### config.mk
export PLATFORM = sky130hd
export DESIGN_NAME = hdmi_tx_pattern_gen
export DESIGN_NICKNAME = d
export VERILOG_FILES = /design/src/rtl/hdmi_tx_pattern_gen.sv
export SDC_FILE = /design/constraint.sdc
export NUM_CORES = 1
export LEC_CHECK = 0
export CORE_ASPECT_RATIO = 0.5
export CORE_MARGIN = 2
export CORE_UTILIZATION = 50
export DETAILED_ROUTE_END_ITERATION = 7
export GPL_ROUTABILITY_DRIVEN = 0
export GPL_TIMING_DRIVEN = 1
export PLACE_DENSITY = 0.73
export SLEW_MARGIN = 20
export SYNTH_ARGS = -nofsm -noshare
export SYNTH_HDL_FRONTEND = slang
export SYNTH_SLANG_ARGS = --single-unit
### constraint.sdc
create_clock -name ACLK -period 7 [get_ports ACLK]
set_clock_uncertainty 0.1 [all_clocks]
set_input_delay 1.4 -clock ACLK [delete_from_list [all_inputs] [get_ports ACLK]]
set_output_delay 1.4 -clock ACLK [all_outputs]
set_load 0.01 [all_outputs]
### src/rtl/hdmi_tx_pattern_gen.sv
// AXI4-Stream video test-frame source for the HDMI TX path.
// Emits solid / ramp / colour-bar / checker frames with programmable size and idle gaps.
module hdmi_tx_pattern_gen #(
  parameter int C_LINE_GAP  = 4,
  parameter int C_FRAME_GAP = 16
) (
  input  logic        ACLK,
  input  logic        ARESETN,
  input  logic        i_enable,
  input  logic [12:0] i_h_active,
  input  logic [11:0] i_v_active,
  input  logic [1:0]  i_pattern,
  input  logic [23:0] i_solid,
  output logic        m_axis_tvalid,
  input  logic        m_axis_tready,
  output logic [47:0] m_axis_tdata,
  output logic        m_axis_tlast,
  output logic        m_axis_tuser,
  output logic        o_busy,
  output logic [31:0] o_frame_cnt
);

  typedef enum logic [1:0] {IDLE, LINE, LINE_GAP, FRAME_GAP} state_t;

  localparam logic [15:0] LG_LAST = (C_LINE_GAP  > 0) ? 16'(C_LINE_GAP  - 1) : 16'd0;
  localparam logic [15:0] FG_LAST = (C_FRAME_GAP > 0) ? 16'(C_FRAME_GAP - 1) : 16'd0;

  state_t      r_state;
  logic [12:0] r_h, r_col, r_bw, r_bar_cnt;
  logic [11:0] r_v, r_row;
  logic [2:0]  r_bar;
  logic [1:0]  r_pat;
  logic [23:0] r_solid;
  logic [15:0] r_gap;
  logic        r_tvalid, r_tlast, r_tuser;
  logic [47:0] r_tdata;
  logic [31:0] r_frame_cnt;

  function automatic logic [23:0] bar_colour(input logic [2:0] idx);
    case (idx)
      3'd0:    bar_colour = 24'hFFFFFF;
      3'd1:    bar_colour = 24'hFFFF00;
      3'd2:    bar_colour = 24'h00FFFF;
      3'd3:    bar_colour = 24'h00FF00;
      3'd4:    bar_colour = 24'hFF00FF;
      3'd5:    bar_colour = 24'hFF0000;
      3'd6:    bar_colour = 24'h0000FF;
      default: bar_colour = 24'h000000;
    endcase
  endfunction

  function automatic logic [47:0] pix(input logic [1:0] pat, input logic [23:0] solid,
                                      input logic [12:0] col, input logic [11:0] row,
                                      input logic [2:0] bar);
    case (pat)
      2'd0:    pix = {solid, solid};
      2'd1:    pix = {{3{col[6:0], 1'b1}}, {3{col[6:0], 1'b0}}};
      2'd2:    pix = {bar_colour(bar), bar_colour(bar)};
      default: pix = (col[4] ^ row[4]) ? {48{1'b1}} : 48'd0;
    endcase
  endfunction

  logic        w_xfer, w_eol, w_eof, w_cfg_ok, w_bar_step, w_frame_done, w_launch;
  logic [12:0] w_start_bw, w_nx_col, w_nx_bar_cnt;
  logic [11:0] w_nl_row;
  logic [2:0]  w_nx_bar;
  logic [47:0] w_start_data, w_nx_data, w_nl_data;

  assign w_xfer       = r_tvalid & m_axis_tready;
  assign w_eol        = (r_col == r_h - 13'd1);
  assign w_eof        = (r_row == r_v - 12'd1);
  assign w_cfg_ok     = i_enable & (|i_h_active) & (|i_v_active);
  assign w_start_bw   = (i_h_active[12:3] == 10'd0) ? 13'd1 : {3'd0, i_h_active[12:3]};
  assign w_nx_col     = r_col + 13'd1;
  assign w_bar_step   = (r_bar_cnt == r_bw - 13'd1);
  assign w_nx_bar_cnt = w_bar_step ? 13'd0 : r_bar_cnt + 13'd1;
  assign w_nx_bar     = (w_bar_step && r_bar != 3'd7) ? r_bar + 3'd1 : r_bar;
  // Row is already advanced while sitting in LINE_GAP; only the zero-gap path needs +1.
  assign w_nl_row     = (r_state == LINE) ? r_row + 12'd1 : r_row;
  assign w_start_data = pix(i_pattern, i_solid, 13'd0, 12'd0, 3'd0);
  assign w_nx_data    = pix(r_pat, r_solid, w_nx_col, r_row, w_nx_bar);
  assign w_nl_data    = pix(r_pat, r_solid, 13'd0, w_nl_row, 3'd0);

  assign w_frame_done = ((r_state == FRAME_GAP) && (r_gap == FG_LAST)) ||
                        ((C_FRAME_GAP == 0) && (r_state == LINE) && w_xfer && w_eol && w_eof);
  assign w_launch     = ((r_state == IDLE) || w_frame_done) && w_cfg_ok;

  always_ff @(posedge ACLK) begin
    if (!ARESETN) begin
      r_state     <= IDLE;
      r_h         <= '0;
      r_v         <= '0;
      r_col       <= '0;
      r_row       <= '0;
      r_bw        <= '0;
      r_bar       <= '0;
      r_bar_cnt   <= '0;
      r_pat       <= '0;
      r_solid     <= '0;
      r_gap       <= '0;
      r_tvalid    <= 1'b0;
      r_tlast     <= 1'b0;
      r_tuser     <= 1'b0;
      r_tdata     <= '0;
      r_frame_cnt <= '0;
    end else begin
      case (r_state)
        LINE: if (w_xfer) begin
          if (!w_eol) begin
            r_col     <= w_nx_col;
            r_bar     <= w_nx_bar;
            r_bar_cnt <= w_nx_bar_cnt;
            r_tdata   <= w_nx_data;
            r_tuser   <= 1'b0;
            r_tlast   <= (w_nx_col == r_h - 13'd1);
          end else if (!w_eof) begin
            r_col     <= '0;
            r_row     <= w_nl_row;
            r_bar     <= '0;
            r_bar_cnt <= '0;
            if (C_LINE_GAP == 0) begin
              r_tdata <= w_nl_data;
              r_tuser <= 1'b0;
              r_tlast <= (r_h == 13'd1);
            end else begin
              r_tvalid <= 1'b0;
              r_gap    <= '0;
              r_state  <= LINE_GAP;
            end
          end else begin
            r_frame_cnt <= r_frame_cnt + 32'd1;
            r_tvalid    <= 1'b0;
            r_tlast     <= 1'b0;
            r_gap       <= '0;
            r_state     <= (C_FRAME_GAP == 0) ? IDLE : FRAME_GAP;
          end
        end
        LINE_GAP: if (r_gap == LG_LAST) begin
          r_state  <= LINE;
          r_tvalid <= 1'b1;
          r_tdata  <= w_nl_data;
          r_tuser  <= 1'b0;
          r_tlast  <= (r_h == 13'd1);
        end else begin
          r_gap <= r_gap + 16'd1;
        end
        FRAME_GAP: if (r_gap == FG_LAST) r_state <= IDLE;
                   else                  r_gap   <= r_gap + 16'd1;
        default: ;
      endcase
      // Frame start overrides whatever the case above chose (IDLE or end-of-frame).
      if (w_launch) begin
        r_state   <= LINE;
        r_h       <= i_h_active;
        r_v       <= i_v_active;
        r_pat     <= i_pattern;
        r_solid   <= i_solid;
        r_bw      <= w_start_bw;
        r_col     <= '0;
        r_row     <= '0;
        r_bar     <= '0;
        r_bar_cnt <= '0;
        r_tvalid  <= 1'b1;
        r_tdata   <= w_start_data;
        r_tuser   <= 1'b1;
        r_tlast   <= (i_h_active == 13'd1);
      end
    end
  end

  assign m_axis_tvalid = r_tvalid;
  assign m_axis_tdata  = r_tdata;
  assign m_axis_tlast  = r_tlast;
  assign m_axis_tuser  = r_tuser;
  assign o_busy        = (r_state != IDLE);
  assign o_frame_cnt   = r_frame_cnt;

endmodule

==> results.cfg <==
[outcome]
outcome = complete, no violations

[yosys]
ys_seq_area_share_pct = 33.9
yosysTopAreaCell = dfxtp_1
ys_async_sr_fraction_pct = 0
synth_top_area_share_pct = 33.9
synth.mux.area_fraction_pct = 2.17
ys_ff_latch = 182
syn-num-nets = 1500
syn_area_per_cell_um2 = 7.52
synthTopCellsByArea = dfxtp_1 34%, nand2_1 7.1%, a21oi_1 7.1%
synth_adder_area_share_pct = 1.98
synthSimpleGateAreaFrac_pct = 28.0
synth_edf_count = 0
synth_compound_area_share_pct = 19.0
ys_types = 77
dominantRegCellSynth = dfxtp_1
syn_area_mm2 = 0.0107
ys_warn_count = 0
synth_xor_area_share_pct = 8.28
synth_top_family_by_area = simple AND/OR/NAND/NOR gates
syn_inst = 1428

[floorplan]
boundaryPins = 139
start_util_pct = 51.6
dieWidth_um = 211
die_y_um = 108
coreArea_mm2 = 0.0208
die_area_mm2 = 0.0227
row_count = 37

[clock_tree]
clk-insertion-delay-late_ns = 0.44
clock_sinks = 182
clockRootBuffer = clkbuf_16
cts_tree = built
postCtsHoldBufs = 0
htree_levels = 4
cts_resized = 0
clkTransAtPathRegs_ns = 0.06
clock_path_buffers = 2
cts_buffers = 17
post_cts_buffers = 0

[sta]
max_freq_mhz = 203
fin_tns_setup_ns = 0
tightest_slew_ns = 1.09
hold_viol = 0
period_share_pct = 70.3
slew_headroom_pct = 26.7
post-route-min-period_ns = 4.92
rsz0062_at_grt = no
setup-violations-final = 0
slew_violations = 0

[placed_design]
dp_cells = 1733
port_buffers = 138
postPlaceCellArea_mm2 = 0.0120
dp_hpwl_um = 22100

[drt]
num_vias = 10600
drc = 0
drt-wirelength-per-cell_um = 17.7
avgViaCountPerCell = 6.00
wirelength_um = 31300
ant_nets = 0
first_pass_iters = 7
drt-initial-drc-count = 909

[setup_path]
worstSetupEndpointType = flop
critPathLaunchType = input port
required_ns = 7.19
cp_max_fo = 21
worstSetupPathType = in2reg
rr_worst_depth = 10
worstPathArrival_ns = 5.11

[cells_and_area]
nFillCells = 1855
fin_cells = 1764
syn_to_final_growth_pct = 18.0
antenna_cells = 0
drive_gt1_share_pct = 4.90
fin_nets = 1551
final_area_mm2 = 0.0127

[power]
max-vdd-ir-drop_v = 0.000157
leakage_nw = 4.51
power_density_mw_per_mm2 = 204
report.power.total_mw = 2.59

[grt]
antenna_found_initial = 0
grt_pass1_vias = 9837
busiest_layer = met2
grt.met1_usage_pct = 36.4
gr-total-overflow = 0
grt_first_pass_wirelength_um = 50000
grt_max_degree = 58
use_met3_pct = 5.81
gr-usage-met2_pct = 45.7
groute.usage.overall_pct = 27.7

[run]
max_cap_viol_count = 0

[worst_hold_path]
min_path_cells = 2
hp-class = reg2reg
==> cell usage in the layout, fill, tap and decap left out, types with 22 or more instances in the layout <==
cell type	count
dfxtp_1	182
nand4_1	22
nand2_1	204
nor3_1	22
nor4_1	25
a21oi_1	152
nand2b_1	25
xor2_1	46
nand3_1	51
inv_1	45
o21ai_0	46
nor2_1	140
xnor2_1	53
o22ai_1	26
or3_1	38
clkdlybuf4s50_1	138
==> state kept, by name, summed over array words and instances, names as in the netlist <==
signal / count
m_axis_tdata: 27
m_axis_tlast: 1
m_axis_tuser: 1
m_axis_tvalid: 1
o_frame_cnt: 32
r_bar: 3
r_bar_cnt: 13
r_bw: 10
r_col: 13
r_gap: 16
r_h: 13
r_pat: 2
r_row: 12
r_solid: 24
r_state: 2
r_v: 12
==> metrics by stage <==
step | utilization (%) | worst slack, ns | hold slack [ns]
after floorplan | - | 3.54 | 0.332
after global placement | 57.8 | 1.85 | 0.342
after detailed placement | 57.8 | 1.72 | 0.353
after CTS | 60.8 | 2.18 | 0.361
after global routing | 60.9 | 1.94 | 0.383
final | 60.9 | 2.08 | 0.363
==> metal layers <==
metal  routed length [µm]  share of wire (%)
met5                    0                  0
met4                  542                1.7
met3                 2460                7.9
met2                14400                 46
met1                13900                 44
==> area by class of cell <==
cell class,count,area (µm²),share of cell area (%)
Tap cell,273,342,2.69
Multi-Input combinational cell,1080,6400,50.5
Clock buffer,20,457,3.60
Timing Repair Buffer,152,1490,11.7
Clock inverter,11,174,1.37
Sequential cell,182,3640,28.7
Inverter,46,173,1.36
==> power breakdown <==
group	switching [mW]	internal [mW]
clock network	0.417	0.616
registers	0.0407	1.07
logic	0.249	0.195
==> worst max-delay path, cell delays in order <==
cell             delay, ns
clkdlybuf4s50_1       0.42
nor4_1                0.76
nand4_1               0.36
o2111ai_4             0.61
nand2_1               0.20
nor2_1                0.43
a2111o_1              0.65
or3_1                 0.21
o22ai_1               0.06
==> kinds of logic after synthesis <==
family	Yosys count
AND/OR/NAND/NOR	613
AO/OA/AOI/OAI	327
flip-flops	182
buffers and inverters	166
XOR/XNOR	100
multiplexers	23
adder cells (fa/ha/maj)	17
==> Yosys cell counts (9+ instances only) <==
library cell / instances
buf_4: 21
a21oi_1: 152
or3_1: 38
xor2_1: 46
o21ai_0: 47
o211ai_1: 11
clkbuf_1: 86
nor4_1: 25
o2111ai_1: 11
nor2b_1: 11
nand2_1: 204
nor2_1: 141
nand4_1: 22
o31ai_1: 9
nand2b_1: 25
mux2i_1: 21
ha_1: 17
a22oi_1: 9
xnor2_1: 53
and3_1: 15
o22ai_1: 26
nand3_1: 51
inv_1: 46
dfxtp_1: 182
or4_1: 12
nor3_1: 22
==> final timing paths <==
kind                                     from                to  slack, ns
worst max-delay path            i_h_active[6]  m_axis_tdata[45]       2.08
worst min-delay path               r_solid[0]        r_solid[0]       0.36
worst max register to register         r_h[0]      r_bar_cnt[6]       2.56
worst min register to register     r_solid[0]        r_solid[0]       0.36
No activity file was read; power rests on OpenSTA's default activity.
